$ cat src/rtl/sd_cmd_engine.sv
// sd_cmd_engine: SD/SDIO CMD-line engine.
// Sends a 48-bit command frame with CRC7, then optionally receives a short or
// long response. The response path checks CRC, the end bit and the command
// index, and can wait for the card to release DAT0 after an R1b response.
module sd_cmd_engine #(
    parameter int IDLE_CYCLES  = 8,
    parameter int RESP_TIMEOUT = 64,
    parameter int BUSY_TIMEOUT = 65535
) (
    input  logic         sd_clk,
    input  logic         rst,
    input  logic         cmd_start,
    input  logic [5:0]   cmd_index,
    input  logic [31:0]  cmd_arg,
    input  logic [1:0]   resp_type,
    input  logic         chk_index,
    input  logic         busy_chk,
    input  logic         dat0_in,
    input  logic         cmd_in,
    output logic         cmd_oe,
    output logic         cmd_out,
    output logic         busy,
    output logic         done,
    output logic [5:0]   resp_index,
    output logic [127:0] resp,
    output logic         f_timeout,
    output logic         f_crc_fail,
    output logic         f_index_fail,
    output logic         f_busy_timeout
);

    // One counter serves every state, so it must hold the largest busy count.
    localparam int CW = $clog2(BUSY_TIMEOUT + RESP_TIMEOUT + IDLE_CYCLES + 200);
    localparam logic [CW-1:0] GAP_LAST  = CW'(IDLE_CYCLES - 1);
    localparam logic [CW-1:0] RSP_LAST  = CW'(RESP_TIMEOUT - 1);
    localparam logic [CW-1:0] BUSY_LAST = CW'(BUSY_TIMEOUT + 1);

    typedef enum logic [2:0] {
        S_IDLE, S_GAP, S_SEND, S_WAIT_RSP, S_RECV, S_BUSY, S_DONE
    } state_t;

    state_t          state_q, state_d;
    logic [CW-1:0]   cnt_q, cnt_d;
    logic [5:0]      idx_q, idx_d;
    logic [31:0]     arg_q, arg_d;
    logic [1:0]      rtype_q, rtype_d;
    logic            chk_idx_q, chk_idx_d;
    logic            bchk_q, bchk_d;
    logic [132:0]    rx_q, rx_d;
    logic [6:0]      crc_q, crc_d;
    logic            cmd_oe_q, cmd_oe_d;
    logic            cmd_out_q, cmd_out_d;
    logic            busy_q, busy_d;
    logic            done_q, done_d;
    logic [127:0]    resp_q, resp_d;
    logic [5:0]      resp_index_q, resp_index_d;
    logic            f_timeout_q, f_timeout_d;
    logic            f_crc_q, f_crc_d;
    logic            f_index_q, f_index_d;
    logic            f_busy_q, f_busy_d;

    logic [39:0]     tx_hdr;
    logic [6:0]      tx_crc;
    logic [47:0]     tx_frame;
    logic [5:0]      tx_bit;
    logic [133:0]    fr;
    logic            is_long;
    logic            in_span;
    logic [CW-1:0]   rx_last;

    // Serial CRC7 step, polynomial x^7 + x^3 + 1.
    function automatic logic [6:0] crc7_step(input logic [6:0] c, input logic b);
        logic fb;
        fb = b ^ c[6];
        return {c[5:0], 1'b0} ^ (fb ? 7'h09 : 7'h00);
    endfunction

    // Command frame built from the latched index and argument.
    always_comb begin
        tx_hdr = {2'b01, idx_q, arg_q};
        tx_crc = '0;
        for (int i = 39; i >= 0; i--) tx_crc = crc7_step(tx_crc, tx_hdr[i]);
        tx_frame = {tx_hdr, tx_crc, 1'b1};
        tx_bit   = 6'd47 - cnt_q[5:0];
    end

    // Next-state, datapath and registered-output decode.
    always_comb begin
        state_d      = state_q;
        cnt_d        = cnt_q;
        idx_d        = idx_q;
        arg_d        = arg_q;
        rtype_d      = rtype_q;
        chk_idx_d    = chk_idx_q;
        bchk_d       = bchk_q;
        rx_d         = rx_q;
        crc_d        = crc_q;
        cmd_out_d    = 1'b1;
        resp_d       = resp_q;
        resp_index_d = resp_index_q;
        f_timeout_d  = f_timeout_q;
        f_crc_d      = f_crc_q;
        f_index_d    = f_index_q;
        f_busy_d     = f_busy_q;
        // rx_q already holds every bit before the current one.
        fr           = {rx_q, cmd_in};
        is_long      = (rtype_q == 2'b10);
        rx_last      = is_long ? CW'(135) : CW'(47);
        // Short CRC covers the first 40 bits; long skips the 8-bit header.
        in_span      = is_long ? (cnt_q >= CW'(8) && cnt_q < CW'(128)) : (cnt_q < CW'(40));

        case (state_q)
            S_IDLE: begin
                if (cmd_start) begin
                    idx_d       = cmd_index;
                    arg_d       = cmd_arg;
                    rtype_d     = resp_type;
                    chk_idx_d   = chk_index;
                    bchk_d      = busy_chk;
                    f_timeout_d = 1'b0;
                    f_crc_d     = 1'b0;
                    f_index_d   = 1'b0;
                    f_busy_d    = 1'b0;
                    cnt_d       = '0;
                    state_d     = S_GAP;
                end
            end
            S_GAP: begin
                if (cnt_q == GAP_LAST) begin
                    cmd_out_d = tx_frame[47];
                    cnt_d     = CW'(1);
                    state_d   = S_SEND;
                end else begin
                    cnt_d = cnt_q + 1'b1;
                end
            end
            S_SEND: begin
                if (cnt_q == CW'(48)) begin
                    cnt_d   = '0;
                    state_d = (rtype_q == 2'b00) ? S_DONE : S_WAIT_RSP;
                end else begin
                    cmd_out_d = tx_frame[tx_bit];
                    cnt_d     = cnt_q + 1'b1;
                end
            end
            S_WAIT_RSP: begin
                if (!cmd_in) begin
                    // Start bit is frame bit 0 of the count; CRC of a 0 from
                    // reset state stays 0.
                    rx_d    = '0;
                    crc_d   = '0;
                    cnt_d   = CW'(1);
                    state_d = S_RECV;
                end else if (cnt_q == RSP_LAST) begin
                    f_timeout_d = 1'b1;
                    state_d     = S_DONE;
                end else begin
                    cnt_d = cnt_q + 1'b1;
                end
            end
            S_RECV: begin
                rx_d = {rx_q[131:0], cmd_in};
                if (in_span) crc_d = crc7_step(crc_q, cmd_in);
                if (cnt_q == rx_last) begin
                    if (!cmd_in || (crc_q != fr[7:1] && rtype_q != 2'b11))
                        f_crc_d = 1'b1;
                    if (is_long) begin
                        // Long frames carry the reserved field where the index sits.
                        resp_d       = fr[127:0];
                        resp_index_d = fr[133:128];
                        state_d      = S_DONE;
                    end else begin
                        resp_d       = {96'b0, fr[39:8]};
                        resp_index_d = fr[45:40];
                        if (chk_idx_q && fr[45:40] != idx_q) f_index_d = 1'b1;
                        cnt_d   = '0;
                        state_d = bchk_q ? S_BUSY : S_DONE;
                    end
                end else begin
                    cnt_d = cnt_q + 1'b1;
                end
            end
            S_BUSY: begin
                // First two cycles after the end bit are a blanking window.
                if (cnt_q >= CW'(2) && dat0_in) begin
                    state_d = S_DONE;
                end else if (cnt_q == BUSY_LAST) begin
                    f_busy_d = 1'b1;
                    state_d  = S_DONE;
                end else begin
                    cnt_d = cnt_q + 1'b1;
                end
            end
            S_DONE:  state_d = S_IDLE;
            default: state_d = S_IDLE;
        endcase

        cmd_oe_d = (state_d == S_SEND);
        busy_d   = (state_d != S_IDLE) && (state_d != S_DONE);
        done_d   = (state_d == S_DONE);
    end

    // State and output registers; reset releases CMD immediately.
    always_ff @(posedge sd_clk or posedge rst) begin
        if (rst) begin
            state_q      <= S_IDLE;
            cnt_q        <= '0;
            idx_q        <= '0;
            arg_q        <= '0;
            rtype_q      <= '0;
            chk_idx_q    <= 1'b0;
            bchk_q       <= 1'b0;
            rx_q         <= '0;
            crc_q        <= '0;
            cmd_oe_q     <= 1'b0;
            cmd_out_q    <= 1'b1;
            busy_q       <= 1'b0;
            done_q       <= 1'b0;
            resp_q       <= '0;
            resp_index_q <= '0;
            f_timeout_q  <= 1'b0;
            f_crc_q      <= 1'b0;
            f_index_q    <= 1'b0;
            f_busy_q     <= 1'b0;
        end else begin
            state_q      <= state_d;
            cnt_q        <= cnt_d;
            idx_q        <= idx_d;
            arg_q        <= arg_d;
            rtype_q      <= rtype_d;
            chk_idx_q    <= chk_idx_d;
            bchk_q       <= bchk_d;
            rx_q         <= rx_d;
            crc_q        <= crc_d;
            cmd_oe_q     <= cmd_oe_d;
            cmd_out_q    <= cmd_out_d;
            busy_q       <= busy_d;
            done_q       <= done_d;
            resp_q       <= resp_d;
            resp_index_q <= resp_index_d;
            f_timeout_q  <= f_timeout_d;
            f_crc_q      <= f_crc_d;
            f_index_q    <= f_index_d;
            f_busy_q     <= f_busy_d;
        end
    end

    assign cmd_oe         = cmd_oe_q;
    assign cmd_out        = cmd_out_q;
    assign busy           = busy_q;
    assign done           = done_q;
    assign resp           = resp_q;
    assign resp_index     = resp_index_q;
    assign f_timeout      = f_timeout_q;
    assign f_crc_fail     = f_crc_q;
    assign f_index_fail   = f_index_q;
    assign f_busy_timeout = f_busy_q;

endmodule

$ cat config.mk
export PLATFORM = sky130hd
export DESIGN_NAME = sd_cmd_engine
export DESIGN_NICKNAME = d
export VERILOG_FILES = /design/src/rtl/sd_cmd_engine.sv
export SDC_FILE = /design/constraint.sdc
export NUM_CORES = 1
export LEC_CHECK = 0
export ABC_AREA = 1
export CAP_MARGIN = 20
export CORE_MARGIN = 1
export CORE_UTILIZATION = 56
export CTS_CLUSTER_DIAMETER = 80
export DETAILED_ROUTE_END_ITERATION = 7
export GPL_TIMING_DRIVEN = 0
export PLACE_DENSITY = 0.84
export RECOVER_POWER = 50
export SETUP_SLACK_MARGIN = 0.5
export SYNTH_ARGS = -nofsm -noshare
export SYNTH_HDL_FRONTEND = slang
export SYNTH_SLANG_ARGS = --single-unit
$ cat constraint.sdc
create_clock -name sd_clk -period 15.5 [get_ports sd_clk]
set_input_delay 2.325 -clock sd_clk [delete_from_list [all_inputs] [get_ports sd_clk]]
set_output_delay 2.325 -clock sd_clk [all_outputs]
set_load 0.05 [all_outputs]
==> results.txt <==
TritonCTS built the clock tree. The final hold violation count is 0. The number of nets with antenna violations after detailed routing is 0. The count of buffers inserted at the top-level ports came out at 188.

The total global routing overflow came out at 0. The sequential standard cell area is 8610 um^2. Entering global routing, the biggest net connects 119 pins. CTS built an H-tree with a depth of 2. The share of the yosys chip area belonging to registers is 0.5611. The logic depth of the worst path, buffers included is 2. The worst register-to-register path ends at cnt_q[0]. The average routed wire per standard cell is 17.20 um. The depth of the most critical reg-to-reg path came out at 13. The post-detailed-placement half-perimeter wirelength came out at 28800 um. In this run, distinct cell masters in the synthesized netlist total 36. Among all stages on the critical path, the largest delay is contributed by clkinvlp_2. The slack of the worst reg-to-reg path came out at 11.60 ns. The shortest period the worst path allows came out at 6.089 ns.

On the final layout, the worst hold slack is 0.4771 ns. The count of non-filler cells in the finished layout is 2407. The fraction of synthesized cell area taken by the top area cell type came out at 0.5594. The global-route wire length before repair came out at 67040 um. The critical path starts at rst. The total standard cell area after synthesis came out at 15340 um^2. The final number of max-transition violations came to 116. The remaining routing DRC violations came out at 0.

The root buffer selected by CTS is clkbuf_16. The path class of the tightest hold or removal check is flop to flop. The fill cell instance count of the final layout came out at 2051. The utilization of the core after routing is 0.7014. The clock skew came out at 0.02043 ns.

In the final layout, the share of cells above drive strength 1 is 0.05472. The final layout contains routed wiring with a total length of 41410 um. After synthesis, the cell types taking the most area are dfrtp_1 56%, nand2_1 11%, o21ai_0 8.0%, inv_1 5.9%, o22ai_1 5.5%. During synthesis, Yosys emitted a total of 0 warnings. The worst-case IR drop observed on VDD is 0.2021 mV.

The number of global-route vias before repair is 13400. The maximum buffer depth of the clock tree came out at 3. The total track usage is 0.2963.

The maximum single-stage delay on the critical path came out at 2.86 ns. The area of the core came out at 26950 um^2. The total design power is 4.350 mW. The last element of the critical path is arg_q[0]. The worst pin sits at a relative slew slack of -2.413. The cell type with the largest total area after synthesis is dfrtp_1. The total area of multi-input combinational cells came out at 5459 um^2. The mean post-synth cell area came out at 8.477 um^2. The type of origin of the critical path is an input port. Together, buffers and inverters on the worst path number 2. The transition time at the pin with the least slew margin came out at 5.092 ns.

The area of the die is 28060 um^2. For this design the top-level I/O count stands at 189. The die is 167.5 um tall. The highest net fanout along the worst path came out at 115.

The path type of the worst setup path is input port to asynchronous set/reset pin. Once the clock tree was built, the setup fixing pass inserted 0 buffers. The via total after detailed routing came out at 13560. The endpoint required time on the critical path came out at 15.21 ns. The flow ran to the end, but the final reports show violations.

The count of mapped cells out of synthesis came out at 1810. Setup repair after global routing left no endpoint under its margin. Synthesis inferred 344 register bits. The number of clock sinks came out at 344.

The total of max-cap violations is 1. In the final design database the tool counted 2092 nets. The final reports fail on max-capacitance violations, max-slew violations. The power per standard cell area came out at 230.1 nW/um^2. The number of clock buffers inserted by TritonCTS is 37. Clock-pin slew was measured on the worst setup and hold paths at 0.06 ns. Setup total negative slack on the finished layout was measured at 0 ns. The worst register-to-register path begins at cnt_q[0]. Summed over all cells, the static leakage comes to 8.852 nW.

The layout-stage area growth over the synthesis result came out at 23.21%. When the netlist entered floorplanning its net count stood at 1862. The number of antenna violations at the first check in global routing was 1. After routing the design area is 18900 um^2. Routability-driven placement finished with a final weighted congestion of 0.9419. The number of cells upsized or downsized after cts is 0. For this configuration, the core starts out at a cell density of 0.5693.

The fraction of synthesis flops using an asynchronous set or reset pin is 1.000. The setup slack after placement came out at 10.44 ns. The setup slack of the critical path after layout came out at 9.411 ns.

The critical path goes through dlygate4sd3_1, clkinvlp_2. The maximum frequency from static timing analysis came out at 164.2 MHz. At the worst endpoint, the arrival time is 5.80 ns. The first routing iteration left 1163 violations. The number of buffers added to fix hold violations after cts came out at 0. The count of final setup violators came out at 0.

In the synthesized netlist the dominant register cell turns out to be dfrtp_1. Among cell families on the critical path, the largest total delay comes from buffers and inverters. The number of enable-type register cells in the synthesized netlist is 0.

The iteration count of the initial detailed-routing pass came out at 5. In the finished design, the share of the clock period the worst path needs comes to 0.3928. STA classifies the critical path endpoint as an asynchronous set/reset pin.

Row generation in the floorplan step produced 60 rows. The clock network latency to the later pin of the worst-skew pair is 0.54 ns. After detailed routing, the number of vias per cell comes to 5.634. In this run, placement finished with an instance count of 2341.

The cell area after placement is 17710 um^2. The die width is 167.5 um.
## tightest hold or removal path, delay by kind of cell (launching register included)
kind          cells  cell delay [ns]
flops             1             0.34
simple gates      2             0.10
## sequential cells by signal, indices dropped and copies added (netlist names), 2 cells and up
name and count:
cnt_q 17, rtype_q 2, state_q 3, resp_index 6, resp 128, crc_q 7, arg_q 32, idx_q 6
rx_q 133
## how the worst min path moves through the flow
stage	startpoint	end	slack [ns]	depth (start not counted)
final	chk_idx_q	chk_idx_q	0.48	2
after global placement	chk_idx_q	chk_idx_q	0.45	2
after global routing	resp_index[4]	resp_index[4]	0.51	2
after CTS	chk_idx_q	chk_idx_q	0.48	2
after floorplan	chk_idx_q	chk_idx_q	0.44	2
after detailed placement	chk_idx_q	chk_idx_q	0.46	2
## metal layers
metal / GRT usage / wire (um) / up-vias
met2: 0.4817 / 19330 / 505
li1: - / - / 6410
met4: 0.1081 / 1194 / 0
met3: 0.07681 / 3430 / 93
met5: 0 / 0 / -
met1: 0.3840 / 17450 / 6554
## cells by family after synthesis
| family | count (synthesis) | synth area share |
|---|---|---|
| multiplexers | 1 | 0.0007339 |
| AO/OA/AOI/OAI | 438 | 0.1611 |
| XOR/XNOR | 12 | 0.006850 |
| AND/OR/NAND/NOR | 671 | 0.1830 |
| adder cells (fa/ha/maj) | 5 | 0.004077 |
| buffers and inverters | 339 | 0.08310 |
| flip-flops | 344 | 0.5611 |
## layout make-up
class,instances,share of cell area
multi-input combinational,1127,0.2888
sequential,344,0.4554
inverter,253,0.05030
timing repair buffer,191,0.1027
clock inverter,7,0.005692
clock buffer,57,0.05718
tap,341,0.02257
antenna,1,0.0001324
buffer,86,0.01721
## cell usage in the layout (no fill, tap or decap), drive strengths merged, types with 25 or more instances in the layout
cell / count
nand3: 86
a21oi: 25
dfrtp: 343
clkdlybuf4s50: 186
nand2: 488
o22ai: 136
o21ai: 245
nor2: 65
inv: 253
clkbuf: 138
## cells in the mapped netlist (2+ instances only)
library cell	n
o2111ai_1	6
nand3_2	5
ha_1	5
o32ai_1	3
nor4_1	5
nor2_1	65
inv_2	10
xnor2_1	7
buf_1	4
clkinv_1	2
a311oi_1	2
dfrtp_1	343
o41ai_1	2
nand2_2	38
clkbuf_1	80
o21ai_0	245
o22ai_1	136
a221oi_1	2
a211oi_1	3
inv_1	241
buf_2	2
o211ai_1	3
a21oi_1	25
nand4_1	9
nor3_1	16
nand2_1	450
xor2_1	5
o221ai_1	8
nand3_1	81
## power breakdown
part	total (mW)	internal (mW)	switching, mW
Sequential	1.26	1.13	0.129
Combinational	2.21	0.706	1.51
Clock	0.876	0.515	0.361
Total	4.35	2.35	2.00
Power figures use the tool's default switching activity.
==> edit 1, RTL diff (config.mk and constraints unchanged) <==
Change the parameter `IDLE_CYCLES` from 8 to 16.
--- a/src/rtl/sd_cmd_engine.sv
+++ b/src/rtl/sd_cmd_engine.sv
@@ -4,5 +4,5 @@
 // index, and can wait for the card to release DAT0 after an R1b response.
 module sd_cmd_engine #(
-    parameter int IDLE_CYCLES  = 8,
+    parameter int IDLE_CYCLES  = 16,
     parameter int RESP_TIMEOUT = 64,
     parameter int BUSY_TIMEOUT = 65535
Formal check against the unedited RTL: not equivalent (a bounded check fails within 10 cycles, from zero or initial values and one cycle with rst high).
==> edit 1 against the unedited design <==
- the flow still finishes with violations (capacitance limit, slew limit)
- setup slack got worse by 0.51 ns
- count of clock-buffer cells in the layout decreased by 6
- largest cell class unchanged
- routed wire length grew 1.1%
- power increased by 2.8%
- area after synthesis rose by 1.6%
- global-route usage grew 0.12 points
- maximum frequency decreased by 7.8%
- combinational power rose by 4%
- final area is 1.6% higher
- sequential cell count stayed put
==> edit 1: results <==
set metrics [dict create \
    antenna_found_initial 0 \
    seq_area_frac_synth_pct 55.2 \
    reg2reg_depth 10 \
    synthCells 1874 \
    maxCapViolations 1 \
    layout.cells.non_filler 2501 \
    p_comb_share_pct 51.2 \
    use_met3_pct 6.48 \
    final_layout_size_suffix_gt1_share_pct 6.11 \
    grt_pass1_vias 13500 \
    ir_drop_uv 212 \
    slew_violations 127 \
    synth_adder_area_share_pct 0.401 \
    wl_mm 41.9 \
    dp_cells 2436 \
    fin_worst_skew_ns 0.0177 \
    preCtsSetupSlack_ns 10.37 \
    dpl_cell_area_mm2 0.0180 \
    status "complete, but fails checks" \
    synth_cell_type_count 44 \
    yosys-mux-area-fraction_pct 0 \
    synth-xor-area-share_pct 0.618 \
    synth.area.top_cells "dfrtp_1, nand2_1, o21ai_0" \
    via_per_inst 5.58 \
    cp_max_fo 126 \
    p_leak_nw 9.26 \
    grt_max_degree 132 \
    violations "capacitance limit, slew limit" \
    clk_latency_ns 0.52 \
    grt.met1_usage_pct 42.0 \
    use_met2_pct 46.9 \
    synth_compound_gate_area_share_pct 14.6 \
    grt_pass1_wl_mm 68.0 \
    critical_path.max_stage_delay_ns 3.18 \
    cellPowerDensity_mw_per_mm2 233 \
    numCtsBuffers 36 \
]
[edit 1: changes by cell type after synthesis, moves of 3 or more]
cell,unedited run,this run
clkbuf_1,80,74
o2111ai_1,6,2
nand3_1,81,92
nor2_1,65,60
nand2_1,450,540
nand2_2,38,45
nor3_1,16,10
nor2_2,0,3
o22ai_1,136,139
o21ai_1,0,8
o21ai_0,245,202
[edit 1: stage by stage]
stage | setup TNS (ns) | util [%]
6_report | 0 | 70.9
5_1_grt | 0 | 70.9
4_1_cts | 0 | 71.0
3_5_place_dp | 0 | 66.4
3_3_place_gp | -39.93 | 66.2
2_1_floorplan | 0 | -
[edit 1: path summary, 6_finish.rpt]
kind	slack, ns	to	start
min in group asynchronous	4.03	resp[81]$_DFFE_PP0P_	rst
worst max register to register	11.43	resp[48]$_DFFE_PP0P_	cnt_q[8]$_DFFE_PP0P_
worst min register to register	0.47	resp[10]$_DFFE_PP0P_	resp[10]$_DFFE_PP0P_
worst max-delay path	8.90	arg_q[9]$_DFFE_PP0P_	rst
max in group sd_clk	10.73	arg_q[31]$_DFFE_PP0P_	cmd_in
worst min-delay path	0.47	resp[10]$_DFFE_PP0P_	resp[10]$_DFFE_PP0P_
[edit 1: layout make-up]
class,instances,area [um2]
buffer,83,323
clock inverter,14,206
tap,372,465
clock buffer,51,1030
timing repair buffer,190,1940
inverter,256,962
multi-input combinational,1191,5680
sequential,344,8610
fill,2057,7890
[edit 1: routing by layer]
layer / routed length [um] / vias up
met5: 0 / -
met1: 18000 / 6764
met4: 806 / 0
met3: 3550 / 69
met2: 19500 / 575
li1: - / 6551
==> edit 2, RTL diff (same flow settings) <==
Without the edit above. Encoding of `state_t`: now Gray code (3 bits for 7 states).
--- a/src/rtl/sd_cmd_engine.sv
+++ b/src/rtl/sd_cmd_engine.sv
@@ -37,5 +37,5 @@
 
     typedef enum logic [2:0] {
-        S_IDLE, S_GAP, S_SEND, S_WAIT_RSP, S_RECV, S_BUSY, S_DONE
+        S_IDLE = 3'b000, S_GAP = 3'b001, S_SEND = 3'b011, S_WAIT_RSP = 3'b010, S_RECV = 3'b110, S_BUSY = 3'b111, S_DONE = 3'b101
     } state_t;
 
Function: same outputs for any inputs over 10 cycles, from zero or initial values and one cycle with rst high; not proved beyond that.
==> edit 2 against the unedited design <==
- the flow still finishes with violations (capacitance limit, slew limit)
- sequential cell count is the same
- count of clock-buffer cells in the layout fell by 8
- setup slack better by 0.19 ns
- first-iteration DRC count shrank 2.5%
- register-to-register slack better by 0.26 ns
- critical path depth is the same
- area after synthesis up 1.0%
- routed wire length up 4.3%
- final area up 1.1%
- power fell by 1.0%
- combinational power decreased by 3%
- critical endpoint is now cnt_q[13]$_DFFE_PP0P_
- largest cell class unchanged
- largest power group unchanged
==> edit 2: results <==
set metrics [dict create \
    synth_common_cells "nand2_1, dfrtp_1, inv_1" \
    worstSetupStartpoint "rst" \
    reg2reg_slack_ns 11.86 \
    critical_path.max_stage_delay_ns 2.69 \
    status "complete, but fails checks" \
    antenna_found_initial 0 \
    fin_worst_skew_ns 0.0226 \
    grt_pass1_vias 13800 \
    maxCapViolations 1 \
    cp_data_arrival_time_ns 5.65 \
    post-cts-setup-buffers 0 \
    setup_ws_ns 9.60 \
    largest_reg_flops 133 \
    synth.net_count 1888 \
    synth_top_area_share_pct 55.4 \
    cp_max_fo 107 \
    routabilityCongestion 0.933 \
    preCtsSetupSlack_ns 10.66 \
    top_register "rx_q" \
    violations "capacitance limit, slew limit" \
    clock-root-buffer "clkbuf_16" \
    seq_area_frac_synth_pct 55.5 \
    max_slew.worst_pin.slew_ns 4.82 \
    wire_per_inst_um 17.8 \
    dp_hpwl_mm 29.6 \
    firstDrtPassIters 6 \
    via_per_inst 5.68 \
    grt_usage_pct 30.6 \
    crit_family "buffers and inverters" \
    ctsLongestPathBuffers 3 \
    diodes 0 \
    cts.reportedPaths.clkPinSlew_ns 0.06 \
    final_layout_size_suffix_gt1_share_pct 7.08 \
    grt_max_degree 128 \
    synth.area.top_cells "dfrtp_1, nand2_1, o21ai_0" \
    fin_hold_ws_ns 0.486 \
    numCtsBuffers 35 \
    hp-start "resp[16]$_DFFE_PP0P_" \
    hold_path_class "register to register" \
    p_leak_nw 9.00 \
    slew_violations 106 \
    grt_pass1_wl_mm 69.3 \
    final_nets 2115 \
    ir_drop_uv 174 \
    synth_cell_type_count 44 \
    ys_warn_count 0 \
    drtIter0Drc 1134 \
    synthArstFlopShare_pct 100 \
]
[edit 2: final cells by class]
type                       count  area, um2
clock buffer                  49       1000
sequential                   344       8610
multi-input combinational   1151       5600
inverter                     258        970
timing repair buffer         190       1940
clock inverter                13        255
fill                        1937       7910
buffer                        84        320
tap                          341        427
[edit 2: cells by family (layout without fill, tap and decap cells)]
kind of cell / Yosys count / after routing / synth area share, %
DFF: 344 / 344 / 55.5
AOI/OAI and AO/OA: 395 / 395 / 14.5
and+or+nand+nor: 737 / 737 / 20.4
adders and majority gates: 4 / 4 / 0.323
buffers and inverters: 342 / 594 / 8.32
xor gates and xnor gates: 15 / 15 / 0.847
[edit 2: worst paths after layout]
path,end,cells past startpoint
worst max-delay path,cnt_q[13]$_DFFE_PP0P_,2
worst min-delay path,resp[16]$_DFFE_PP0P_,2
worst max register to register,arg_q[1]$_DFFE_PP0P_,12
worst min register to register,resp[16]$_DFFE_PP0P_,2
min in group asynchronous,resp[79]$_DFFE_PP0P_,2
max in group sd_clk,arg_q[1]$_DFFE_PP0P_,9
[edit 2: through the flow]
stage	cell area, um2	instances	util (%)	power, W
detailed placement	17900	2368	66.1	0.00333
global route	19100	2430	70.8	0.00463
floorplan	15500	1837	-	0.00286
CTS	19100	2430	70.8	0.00427
global placement	17800	2366	65.9	0.00326
finish	19100	2430	70.8	0.00431
[edit 2: report_power, final]
group	switching [W]	total, W	internal, W
registers	0.000125	0.00123	0.00110
clock network	0.000360	0.000929	0.000569
logic	0.00146	0.00215	0.000684
[edit 2: per-layer routing]
metal / vias to the layer above / global-route usage (%) / wire (um)
met5: - / 0 / 0
met4: 0 / 12.3 / 1520
met3: 110 / 6.63 / 3200
met2: 545 / 52.7 / 21100
met1: 6702 / 37.6 / 17400
li1: 6434 / - / -
